`src/rtl/cb_config_sequencer_if.sv`:
```
// Request and connection-box configuration signals of the config-write sequencer.
// master: upstream requester plus cb; slave: the sequencer.
interface cb_config_sequencer_if #(
  parameter int ADDR_W = 32,
  parameter int DATA_W = 32
);
  logic              req_valid;
  logic              req_ready;
  logic [ADDR_W-1:0] req_addr;
  logic [DATA_W-1:0] req_data;
  logic              req_verify;
  logic [ADDR_W-1:0] config_addr;
  logic [DATA_W-1:0] config_data;
  logic              config_en;
  logic [DATA_W-1:0] read_data;

  modport master (
    output req_valid, req_addr, req_data, req_verify, read_data,
    input  req_ready, config_addr, config_data, config_en
  );

  modport slave (
    input  req_valid, req_addr, req_data, req_verify, read_data,
    output req_ready, config_addr, config_data, config_en
  );
endinterface

```
`src/rtl/cb_config_sequencer.sv`:
```
// Buffers config writes in a small FIFO, issues them to the cb as one-cycle
// config_en pulses and optionally reads each one back, flagging mismatches.
module cb_config_sequencer #(
  parameter int ADDR_W = 32,
  parameter int DATA_W = 32,
  parameter int DEPTH  = 4
) (
  input  logic                  clk,
  input  logic                  reset,
  cb_config_sequencer_if.slave  bus,
  input  logic                  clr_err,
  output logic                  busy,
  output logic                  err,
  output logic [ADDR_W-1:0]     err_addr,
  output logic [7:0]            err_count
);
  localparam int PTR_W = $clog2(DEPTH);
  localparam logic [PTR_W:0] FULL_FILL = (PTR_W+1)'(DEPTH);

  typedef enum logic [1:0] {S_IDLE, S_WRITE, S_READ} state_t;

  state_t r_state, w_state_nxt;

  logic [ADDR_W-1:0] r_fifo_addr [DEPTH];
  logic [DATA_W-1:0] r_fifo_data [DEPTH];
  logic [DEPTH-1:0]  r_fifo_vfy;
  logic [PTR_W:0]    r_wr_ptr, r_rd_ptr;
  logic [PTR_W:0]    w_fill, w_fill_nxt;
  logic              w_full, w_empty, w_push, w_pop, w_mismatch;

  logic [ADDR_W-1:0] r_cfg_addr;
  logic [DATA_W-1:0] r_cfg_data;
  logic              r_cfg_en;
  logic              r_cur_vfy;
  logic              r_busy;
  logic              r_err;
  logic [ADDR_W-1:0] r_err_addr;
  logic [7:0]        r_err_cnt;

  function automatic logic [7:0] sat_inc8(input logic [7:0] v);
    return (v == 8'hFF) ? v : v + 8'd1;
  endfunction

  assign w_fill     = r_wr_ptr - r_rd_ptr;
  assign w_full     = (w_fill == FULL_FILL);
  assign w_empty    = (r_wr_ptr == r_rd_ptr);
  assign w_push     = bus.req_valid && bus.req_ready;
  assign w_fill_nxt = w_fill + (PTR_W+1)'(w_push) - (PTR_W+1)'(w_pop);
  // Readback only feeds the error registers, never an output directly.
  assign w_mismatch = (r_state == S_READ) && (bus.read_data != r_cfg_data);

  assign bus.req_ready   = reset && !w_full;
  assign bus.config_addr = r_cfg_addr;
  assign bus.config_data = r_cfg_data;
  assign bus.config_en   = r_cfg_en;
  assign busy            = r_busy;
  assign err             = r_err;
  assign err_addr        = r_err_addr;
  assign err_count       = r_err_cnt;

  always_comb begin
    w_state_nxt = r_state;
    w_pop       = 1'b0;
    case (r_state)
      S_IDLE: begin
        if (!w_empty) begin
          w_pop       = 1'b1;
          w_state_nxt = S_WRITE;
        end
      end
      S_WRITE: begin
        if (r_cur_vfy) begin
          w_state_nxt = S_READ;
        end else if (!w_empty) begin
          w_pop       = 1'b1;
          w_state_nxt = S_WRITE;
        end else begin
          w_state_nxt = S_IDLE;
        end
      end
      S_READ:  w_state_nxt = S_IDLE;
      default: w_state_nxt = S_IDLE;
    endcase
  end

  always_ff @(posedge clk) begin
    if (!reset) begin
      r_state  <= S_IDLE;
      r_wr_ptr <= '0;
      r_rd_ptr <= '0;
      r_busy   <= 1'b0;
    end else begin
      r_state <= w_state_nxt;
      if (w_push) r_wr_ptr <= r_wr_ptr + (PTR_W+1)'(1);
      if (w_pop)  r_rd_ptr <= r_rd_ptr + (PTR_W+1)'(1);
      r_busy <= (w_fill_nxt != '0) || (w_state_nxt != S_IDLE);
    end
  end

  always_ff @(posedge clk) begin
    if (w_push) begin
      r_fifo_addr[r_wr_ptr[PTR_W-1:0]] <= bus.req_addr;
      r_fifo_data[r_wr_ptr[PTR_W-1:0]] <= bus.req_data;
      r_fifo_vfy[r_wr_ptr[PTR_W-1:0]]  <= bus.req_verify;
    end
  end

  // Launch stage: a pop loads the cb port and raises config_en for one cycle.
  always_ff @(posedge clk) begin
    if (!reset) begin
      r_cfg_en   <= 1'b0;
      r_cfg_addr <= '0;
      r_cfg_data <= '0;
      r_cur_vfy  <= 1'b0;
    end else begin
      r_cfg_en <= w_pop;
      if (w_pop) begin
        r_cfg_addr <= r_fifo_addr[r_rd_ptr[PTR_W-1:0]];
        r_cfg_data <= r_fifo_data[r_rd_ptr[PTR_W-1:0]];
        r_cur_vfy  <= r_fifo_vfy[r_rd_ptr[PTR_W-1:0]];
      end
    end
  end

  // Compare stage: clr_err wins over a mismatch landing on the same edge.
  always_ff @(posedge clk) begin
    if (!reset || clr_err) begin
      r_err      <= 1'b0;
      r_err_addr <= '0;
      r_err_cnt  <= 8'd0;
    end else if (w_mismatch) begin
      r_err     <= 1'b1;
      r_err_cnt <= sat_inc8(r_err_cnt);
      if (!r_err) r_err_addr <= r_cfg_addr;
    end
  end
endmodule

```
`src/flat_wrapper.sv`:
```
// flat-port wrapper written by rule: the top's interface ports become plain ports
module cb_config_sequencer_flat 
#(
  parameter int ADDR_W = 32,
  parameter int DATA_W = 32,
  parameter int DEPTH  = 4
)
  (clk, reset, clr_err, busy, err, err_addr, err_count, bus_req_valid, bus_req_addr, bus_req_data, bus_req_verify, bus_read_data, bus_req_ready, bus_config_addr, bus_config_data, bus_config_en);
  cb_config_sequencer_if #(.ADDR_W(ADDR_W), .DATA_W(DATA_W)) bus_i ();
  input  logic clk;
  input  logic reset;
  input  logic clr_err;
  output logic busy;
  output logic err;
  output logic [ADDR_W-1:0] err_addr;
  output logic [7:0] err_count;
  input wire logic [$bits(bus_i.req_valid)-1:0] bus_req_valid;
  input wire logic [$bits(bus_i.req_addr)-1:0] bus_req_addr;
  input wire logic [$bits(bus_i.req_data)-1:0] bus_req_data;
  input wire logic [$bits(bus_i.req_verify)-1:0] bus_req_verify;
  input wire logic [$bits(bus_i.read_data)-1:0] bus_read_data;
  output wire logic [$bits(bus_i.req_ready)-1:0] bus_req_ready;
  output wire logic [$bits(bus_i.config_addr)-1:0] bus_config_addr;
  output wire logic [$bits(bus_i.config_data)-1:0] bus_config_data;
  output wire logic [$bits(bus_i.config_en)-1:0] bus_config_en;
  assign bus_i.req_valid = bus_req_valid;
  assign bus_i.req_addr = bus_req_addr;
  assign bus_i.req_data = bus_req_data;
  assign bus_i.req_verify = bus_req_verify;
  assign bus_i.read_data = bus_read_data;
  assign bus_req_ready = bus_i.req_ready;
  assign bus_config_addr = bus_i.config_addr;
  assign bus_config_data = bus_i.config_data;
  assign bus_config_en = bus_i.config_en;
  cb_config_sequencer #(.ADDR_W(ADDR_W), .DATA_W(DATA_W), .DEPTH(DEPTH)) u_core (.clk(clk), .reset(reset), .bus(bus_i), .clr_err(clr_err), .busy(busy), .err(err), .err_addr(err_addr), .err_count(err_count));
endmodule
```
`config.mk`:
```
export PLATFORM = sky130hd
export DESIGN_NAME = cb_config_sequencer_flat
export DESIGN_NICKNAME = d
export VERILOG_FILES = /design/src/rtl/cb_config_sequencer_if.sv /design/src/rtl/cb_config_sequencer.sv /design/src/flat_wrapper.sv
export SDC_FILE = /design/constraint.sdc
export NUM_CORES = 1
export LEC_CHECK = 0
export CAP_MARGIN = 10
export CELL_PAD_IN_SITES_DETAIL_PLACEMENT = 0
export CELL_PAD_IN_SITES_GLOBAL_PLACEMENT = 1
export CORE_UTILIZATION = 45
export DETAILED_ROUTE_END_ITERATION = 12
export HOLD_SLACK_MARGIN = 0.1
export PLACE_DENSITY = 0.84
export SLEW_MARGIN = 0
export SYNTH_ARGS = -nofsm -noshare
export SYNTH_HDL_FRONTEND = slang
export SYNTH_SLANG_ARGS = --single-unit
```
`constraint.sdc`:
```
create_clock -name clk -period 4 [get_ports clk]
set_input_delay 0.6 -clock clk [delete_from_list [all_inputs] [get_ports clk]]
set_output_delay 0.6 -clock clk [all_outputs]
set_load 0.02 [all_outputs]
```
Word level (Yosys, flattened, before mapping)

Memories as Yosys holds them, arrays and structs flattened. A register that Yosys moved wholly into a read port is not among the register bits.
Cells that the tools add are included.

Input bits: 101
Memory bits (writable): 256
Memories: 2
Output and inout port bits: 108
Flip-flop bits (word level): 56
Logic and storage cells: 58

Memories:

| memory             | words | bits a word | read ports | clocked after Yosys merged registers in | wr ports | line                      | RTL |
|---|---|---|---|---|---|---|---|
| u_core.r_fifo_addr | 4     | 32          | 1          | 1                                       | 1        | cb_config_sequencer.sv:24 | `logic [ADDR_W-1:0] r_fifo_addr [DEPTH];` |
| u_core.r_fifo_data | 4     | 32          | 1          | 1                                       | 1        | cb_config_sequencer.sv:25 | `logic [DATA_W-1:0] r_fifo_data [DEPTH];` |

Bitwise gates (word level): 2
Equal/unequal tests: 6
$add $sub $neg: 6
Multiplexer cells: 14
Reductions and logical operators: 15
Magnitude comparators: 3

Operator list:

| kind                | count |
|---|---|
| $ne 32x32->1        | 1 |
| $add 8x1->8 const B | 1 |
| $eq 8x8->1 const B  | 1 |
| $mux 1              | 7 |
| $add 3x1->3 const B | 2 |
| $lt 2x3->1 const B  | 2 |
| $bwmux 4            | 1 |
| $logic_and 1x1->1   | 4 |
| $logic_not 1->1     | 4 |
| $mux 2              | 2 |
| $pmux 2 s2          | 1 |
| $reduce_and 2->1    | 2 |
| $add 3x1->3         | 1 |
| $eq 3x3->1          | 1 |
| $eq 3x3->1 const B  | 1 |
| $reduce_bool 3->1   | 1 |
| $sub 3x1->3         | 1 |
| $sub 3x3->3         | 1 |
| $bmux 1 s2          | 1 |
| $demux 1 s2         | 1 |
| $eq 2x1->1 const B  | 1 |
| $eq 2x2->1 const B  | 1 |
| $ge 2x1->1 const B  | 1 |
| $logic_not 2->1     | 1 |
| 4 further kinds     | 6 |

Logic depth before layout (Yosys ltp)

Gate-level depths: netlist of the first run.

Word-level depth: 9
Gate-level depth with buffers: 15
Mapped depth without buffers: 11

Least setup slack after synthesis of the first run

OpenSTA, ideal clock, no wires.

Path type: register to register
Start: register u_core.r_wr_ptr[0]
End: memory u_core.r_fifo_addr[3][0], enable pin
Stages on the path, launching flop included: 7
Library setup time: 0.432 ns
Arrival time: 3.181 ns
Slack: 0.387 ns
Required time: 3.568 ns
Period minus slack after synthesis: 3.613 ns
Path buffers: 0
Cell sequence: dfxtp_1 -> inv_1 -> ha_1 -> fa_1 -> xor2_1 -> o21a_1 -> and3_1

Longest elaborated chain between the ends: 7

Ends and longest elaborated chain:

| what                         | line                       | RTL |
|---|---|---|
| from (decl)                  | cb_config_sequencer.sv:27  | `logic [PTR_W:0] r_wr_ptr, r_rd_ptr;` |
| from (signal assigned)       | cb_config_sequencer.sv:94  | `if (w_push) r_wr_ptr <= r_wr_ptr + (PTR_W+1)'(1);` |
| $sub 3x3->3                  | cb_config_sequencer.sv:44  | `assign w_fill = r_wr_ptr - r_rd_ptr;` |
| $eq 3x3->1                   | cb_config_sequencer.sv:45  | `assign w_full = (w_fill == FULL_FILL);` |
| $logic_not 1->1              | cb_config_sequencer.sv:52  | `assign bus.req_ready = reset && !w_full;` |
| $logic_and 1x1->1            | cb_config_sequencer.sv:52  |  |
| via bus_req_ready            | flat_wrapper.sv:22         | `output wire logic [$bits(bus_i.req_ready)-1:0] bus_req_ready;` |
| $logic_and 1x1->1            | cb_config_sequencer.sv:47  | `assign w_push = bus.req_valid && bus.req_ready;` |
| $mux 1                       | cb_config_sequencer.sv:101 | `if (w_push) begin` |
| $mux 1 (implied by the code) | cb_config_sequencer.sv:102 | `r_fifo_addr[r_wr_ptr[PTR_W-1:0]] <= bus.req_addr;` |
| to (decl)                    | cb_config_sequencer.sv:24  |  |

The timed path passes the listed nets, and every way through them passes these cells.

Worst setup path in the final report of the first run

Start: register u_core.r_wr_ptr[0]
End: output bus_req_ready

Longest elaborated chain between the ends: 4

Ends and longest elaborated chain:

| what              | line |
|---|---|
| $sub 3x3->3       | cb_config_sequencer.sv:44 |
| $eq 3x3->1        | cb_config_sequencer.sv:45 |
| $logic_not 1->1   | cb_config_sequencer.sv:52 |
| $logic_and 1x1->1 | cb_config_sequencer.sv:52 |
| to (decl)         | flat_wrapper.sv:22 |

Every way passes these cells.

==> results of run 1 <==
[worst register-to-register path: stages, from the launching register on]
cell and delay, ps:
dfxtp_1 370, inv_1 120, ha_1 210, fa_1 370
xor2_1 270, o21a_1 300, and2_0 310, ha_1 210
fa_1 410, nor4_1 260, a21boi_0 150
[Yosys cell counts (2+ instances only)]
| cell type | number |
|---|---|
| edfxtp_1 | 260 |
| nand2_1 | 177 |
| dfxtp_1 | 116 |
| a21boi_0 | 67 |
| mux4_2 | 65 |
| nand3_1 | 36 |
| xor2_1 | 33 |
| o21ai_0 | 28 |
| clkbuf_1 | 26 |
| buf_2 | 17 |
| ha_1 | 10 |
| nor4_1 | 10 |
| inv_1 | 8 |
| and2_1 | 7 |
| nor3_1 | 7 |
| o21ai_1 | 7 |
| xnor2_1 | 6 |
| a21oi_1 | 4 |
| and3_1 | 4 |
| nand2b_1 | 4 |
| buf_4 | 3 |
| clkbuf_2 | 3 |
| mux2i_1 | 3 |
| nand4_1 | 3 |
| nor2_1 | 3 |
| nor2b_1 | 3 |
| buf_1 | 2 |
| fa_1 | 2 |
| o211ai_1 | 2 |
| or4_1 | 2 |
[cell type report]
| cell class | instances | area share (%) |
|---|---|---|
| timing repair buffer | 221 | 12.24 |
| sequential | 376 | 55.76 |
| clock inverter | 24 | 1.734 |
| inverter | 9 | 0.1858 |
| tap | 396 | 2.726 |
| multi-input combinational | 492 | 21.59 |
| clock buffer | 47 | 5.761 |
[power by group through the flow]
stage          clock network (mW)  registers (mW)  logic, mW
3_5_place_dp                    0            4.91       3.14
4_1_cts                      3.87            4.83       3.16
2_1_floorplan                   0            5.03       1.88
3_3_place_gp                    0            4.89       3.11
5_1_grt                      4.01            4.86       3.40
6_report                     3.79            4.82       3.08
[per-layer routing]
| metal | wire length [um] | part of all wire, % | up-vias |
|---|---|---|---|
| li1 | - | - | 3887 |
| met1 | 13250 | 42 | 4042 |
| met2 | 15860 | 51 | 194 |
| met3 | 1471 | 4.7 | 49 |
| met4 | 655 | 2.1 | 2 |
| met5 | 12 | 0.038 | - |
[cell families (layout without fill, tap and decap cells)]
kind of cell | Yosys count | in the layout | share of synthesized area (%)
muxes | 68 | 68 | 10.46
DFF | 376 | 376 | 70.94
xor gates and xnor gates | 39 | 39 | 2.392
buffers and inverters | 60 | 301 | 1.831
AOI/OAI and AO/OA | 113 | 113 | 5.319
adders and majority gates | 12 | 12 | 1.157
and+or+nand+nor | 260 | 260 | 7.895
[flip-flops by register name (all words and copies together), names as in the netlist]
register	count
u_core.r_fifo_vfy	4
u_core.err_addr	32
u_core.r_cur_vfy	1
u_core.bus.config_addr	32
u_core.err	1
u_core.r_wr_ptr	3
u_core.r_rd_ptr	3
u_core.r_fifo_data	128
u_core.bus.config_data	32
u_core.bus.config_en	1
u_core.r_fifo_addr	128
u_core.err_count	8
u_core.r_state	2
u_core.busy	1
[path summary, 6_finish.rpt]
check | start | to | slack [ps]
setup / recovery | u_core.r_wr_ptr[0] | bus_req_ready | 580
hold / removal | u_core.err_addr[14] | u_core.err_addr[14] | 460
setup reg to reg | u_core.r_wr_ptr[0] | u_core.busy | 890
hold reg to reg | u_core.err_addr[14] | u_core.err_addr[14] | 460
==> metrics, run 1 <==
layout cell share with drive strength beyond 1 12.75%; Placer Congestion ~0.81; final non-filler cell total 1565; Critical Path Stages 6; Peak VDD IR 0.4118 mV; first-pass GRT wire length 48800 um; number of global-route vias before repair 8492; Sw Share 29.70%; total power draw 11.69 mW; Pins Over Slew Limit 0; FF+latch area 0.01014 mm^2; final WL between 30000 and 40000 um; die height 180.1 um; io pins 209; vias per cell about 5.2; detailed-route via count 8174; LEAKAGE 6.037 nW; clock power share 32.4%; crit path max fanout 6; area grow syn2layout 27.31%; Setup TNS 0 ps; Hold WS 459.3 ps; DIE AREA 0.03245 mm^2; RSZ-0062 raised after global routing false; Buffers & Inverters on Critical Path 2; Residual DRC 0; ant diodes 0; main flop type after synthesis edfxtp_1; CP Cell Sequence inv_1, ha_1, fa_1, xor2_1, o21a_1, clkdlybuf4s50_1; post-synthesis sequential area ratio between 70 and 80%; Post-Synthesis Cells 928; met3 usage 3.456%; grt ovf 0; critical path's slowest cell clkdlybuf4s50_1; post-DP HPWL 19260 um; critical path type reg2out; Worst setup SP type register; fin crit share 85.62%; Post-synth EDFFs 260; Post-Synthesis Cell Area 0.01428 mm^2; clock buffer depth 3; Starting Density 46.19%; hold depth 2; share of Yosys cell area claimed by the top area cell type between 50% and 60%; CTS buffer count 39; clk slew on worst S/H paths roughly 60 ps; required time of the critical path 3400 ps; die width 180.1 um; commonest non-fill, non-tap cell in the layout edfxtp_1; Max-slew headroom 31.87%; multi-input logic area 0.003925 mm^2; Core Box Area 0.03091 mm^2; syn nets ~1.0k; IO buf count roughly 210; asr flop ratio synth 0%; syn_area_per_cell 15.39 um^2; commonest cells after routing, fill and taps aside edfxtp_1, clkdlybuf4s50_1, nand2_1, dfxtp_1, a21boi_0; cell internal pwr 8.220 mW; Ys Warns 0; fillcell total 2390; post-synthesis register bit count 376; Setup violations, final 0; GRT Total Usage approximately a fifth; worst hold path class reg2reg; initial antenna violation count 1; Clock Sinks 376; CTS tree done; FMAX 292.0 MHz; Worst EP arrival roughly 2800 ps; nets 1252; post-route ant nets 0; CTS Root Cell clkbuf_16; Placed Cells incl. Taps 1494; setup slack after layout ~580 ps; post-layout instance area 0.01818 mm^2; DP Area 0.01682 mm^2; PwrDens approximately 640 mW/mm^2; cts hold-fix bufs 0; delay-heaviest family, CP buffers and inverters; First-pass DRT Iterations 4; Slew @ Worst Pin 1022 ps; Placement Setup Slack 713.1 ps; met1 usage 24.85%; Synth cell types 40; Comb pwr share 26.3%; global routing's busiest layer met2; Final min period 3425 ps; num rows 64; final hold vios 0; Critical Path Max Stage Delay 680 ps; initial DRC count 560; CP Capture Type primary output; Max Cap Viol 0; final setup skew 15.68 ps; cell type with the largest total area after synthesis edfxtp_1; post-CTS sizing 0; H-tree depth 2; worst skew pair latency 520 ps; largest cells by area after synthesis edfxtp_1, dfxtp_1, mux4_2; drt wl/cell 19.96 um; Worst R2R Path Depth 10; Post-Route Utilization 58.81%; Reg power frac 41.2%; Post-CTS Setup Repair Bufs 0; Sw Pwr ~3.5 mW; met2 Usage GRT between 30% and 40%; status completed; largest net degree at the start of global routing 77
(Power assumes the default switching activity.)
==> run 2, diff against run 1 <==
--- a/config.mk
+++ b/config.mk
@@ -8,10 +8,12 @@
 export CAP_MARGIN = 10
 export CELL_PAD_IN_SITES_DETAIL_PLACEMENT = 0
 export CELL_PAD_IN_SITES_GLOBAL_PLACEMENT = 1
+export CORE_MARGIN = 2
 export CORE_UTILIZATION = 45
 export DETAILED_ROUTE_END_ITERATION = 12
 export HOLD_SLACK_MARGIN = 0.1
 export PLACE_DENSITY = 0.84
+export SKIP_LAST_GASP = 1
 export SLEW_MARGIN = 0
 export SYNTH_ARGS = -nofsm -noshare
 export SYNTH_HDL_FRONTEND = slang
==> run 2 against run 1 <==
Combinational power is 1% lower; wire length is 1.5% lower; first-iteration DRC count is 11% higher; global-route usage is 0.76 points lower; sequential power hardly changed; maximum frequency is 0.22% higher; critical endpoint unchanged; largest cell class unchanged; largest power group unchanged; highest routed layer is now met4.
==> metrics, run 2 (same netlist as run 1, synthesis figures left out) <==
First-pass DRT Iterations 4 (unchanged); Setup TNS 0 ps (unchanged); Slew @ Worst Pin 1037 ps (+14.91 ps); PwrDens 634.5 mW/mm^2 (-1.4%); die height 182.1 um (+1.1%); post-route ant nets 0 (unchanged); Reg power frac 42.2% (+1.0 points); final non-filler cell total 1573 (+0.51%); Worst R2R Path Depth 9 (-1); critical path type reg2out; status completed; total power draw 11.50 mW (-1.6%); first-pass GRT wire length 48070 um (-1.5%); post-DP HPWL 18610 um (-3.4%); CTS tree done; Hold WS 452.5 ps (-6.767 ps); final setup skew 21.19 ps (+5.515 ps); DIE AREA 0.03317 mm^2 (+2.2%); crit path max fanout 18 (+12); clock buffer depth 3 (unchanged); RSZ-0062 raised after global routing false; required time of the critical path 3400 ps (about the same); final WL 30770 um (-1.5%); clk slew on worst S/H paths 60 ps (about the same); worst skew pair latency 530 ps (about the same); Worst setup SP type register; Final min period 3417 ps (-7.385 ps); fillcell total 2450 (+2.5%); commonest cells after routing, fill and taps aside edfxtp_1, clkdlybuf4s50_1, nand2_1, dfxtp_1, a21boi_0; Max-slew headroom 30.88% (-0.99 points); nets 1251 (-0.080%); setup slack after layout 582.5 ps (+7.385 ps); number of global-route vias before repair 8441 (-0.60%); hold path endpoint u_core.err_addr[17]; Peak VDD IR 0.4973 mV (+21%); Sw Share 29.94% (+0.24 points); LEAKAGE 5.997 nW (-0.66%); CTS Root Cell clkbuf_16; cell internal pwr 8.058 mW (-2.0%); H-tree depth 2 (unchanged); die width 182.1 um (+1.1%); worst hold start u_core.err_addr[17]; FMAX 292.6 MHz (+0.22%); final hold vios 0 (unchanged); io pins 209 (unchanged); Pins Over Slew Limit 0 (unchanged); Core Box Area 0.03139 mm^2 (+1.6%); vias per cell 5.201 (-0.42%); Residual DRC 0 (unchanged); Placement Setup Slack 726.9 ps (+13.73 ps); largest net degree at the start of global routing 78 (+1.3%); IO buf count 208 (unchanged); CP Capture Type primary output; GRT Total Usage 18.88% (-0.76 points); detailed-route via count 8181 (+0.086%); Clock Sinks 376 (unchanged); cts hold-fix bufs 0 (unchanged); post-CTS sizing 0 (unchanged); grt ovf 0 (unchanged); initial DRC count 619 (+11%); layout cell share with drive strength beyond 1 12.39% (-0.35 points); Placed Cells incl. Taps 1498 (+0.27%); Comb pwr share 26.4% (about the same); Critical R2R Launch u_core.r_rd_ptr[0]; drt wl/cell 19.56 um (-2.0%); Starting Density 45.48% (-0.71 points); worst hold path class reg2reg; r2r setup slk 940 ps (+50 ps); Worst EP arrival 2820 ps (about the same); area grow syn2layout 26.95%; Max Cap Viol 0 (unchanged); hold depth 2 (unchanged); Sw Pwr 3.444 mW (-0.86%); fin crit share 85.44% (-0.18 points); reg-to-reg endpoint u_core.busy; Setup violations, final 0 (unchanged); commonest non-fill, non-tap cell in the layout edfxtp_1; Post-CTS Setup Repair Bufs 0 (unchanged); clock power share 31.4% (-1.0 points); Placer Congestion 0.8128 (+0.44%); initial antenna violation count 2 (+1); num rows 65 (+1.6%); CTS buffer count 40 (+2.6%)
==> run 2: how the worst max path moves through the flow <==
| stage | from | to | slack, ps |
|---|---|---|---|
| after floorplan | u_core.r_wr_ptr[0] | u_core.r_fifo_addr[3][0] | 390 |
| after global placement | bus_read_data[0] | u_core.err_addr[4] | 760 |
| after detailed placement | bus_read_data[0] | u_core.err_addr[31] | 730 |
| after CTS | u_core.r_rd_ptr[0] | bus_req_ready | 550 |
| after global routing | u_core.r_rd_ptr[0] | bus_req_ready | 410 |
| final | u_core.r_rd_ptr[0] | bus_req_ready | 580 |
==> run 2: through the flow <==
step	util, %	area [um^2]
floorplan	-	14280
global placement	53.58	16820
detailed placement	53.58	16820
CTS	57.74	18120
global route	57.74	18130
finish	57.74	18130
==> run 2: area by class of cell <==
cell class	instances	area [um^2]	share of cell area [%]
Antenna cell	1	2.502	0.01380
Clock buffer	57	1127	6.219
Tap cell	402	503.0	2.775
Timing Repair Buffer	219	2222	12.26
Multi-Input combinational cell	492	3925	21.65
Clock inverter	17	176.4	0.9732
Sequential cell	376	10140	55.92
Inverter	9	33.78	0.1864
==> run 2: power groups by stage <==
stage	logic, mW	clock network, mW	registers [mW]
final	3.04	3.61	4.85
after global routing	3.36	3.85	4.90
after CTS	3.10	3.69	4.86
after detailed placement	3.09	0	4.94
after global placement	3.06	0	4.93
after floorplan	1.88	0	5.03
==> run 2: worst max-delay path, cell delays in order (launching register included) <==
cell,delay (ps)
dfxtp_4,460
ha_1,260
fa_1,370
xor2_1,270
o21a_1,280
clkdlybuf4s50_1,660
==> run 2: per-layer routing <==
| metal | vias up | share of wire [%] | track usage (%) | routed length, um |
|---|---|---|---|---|
| met5 | - | 0 | 0 | 0 |
| li1 | 3878 | - | - | - |
| met2 | 156 | 51 | 33.04 | 15750 |
| met3 | 51 | 4.0 | 3.512 | 1228 |
| met4 | 0 | 2.7 | 6.161 | 829 |
| met1 | 4096 | 42 | 23.85 | 12970 |
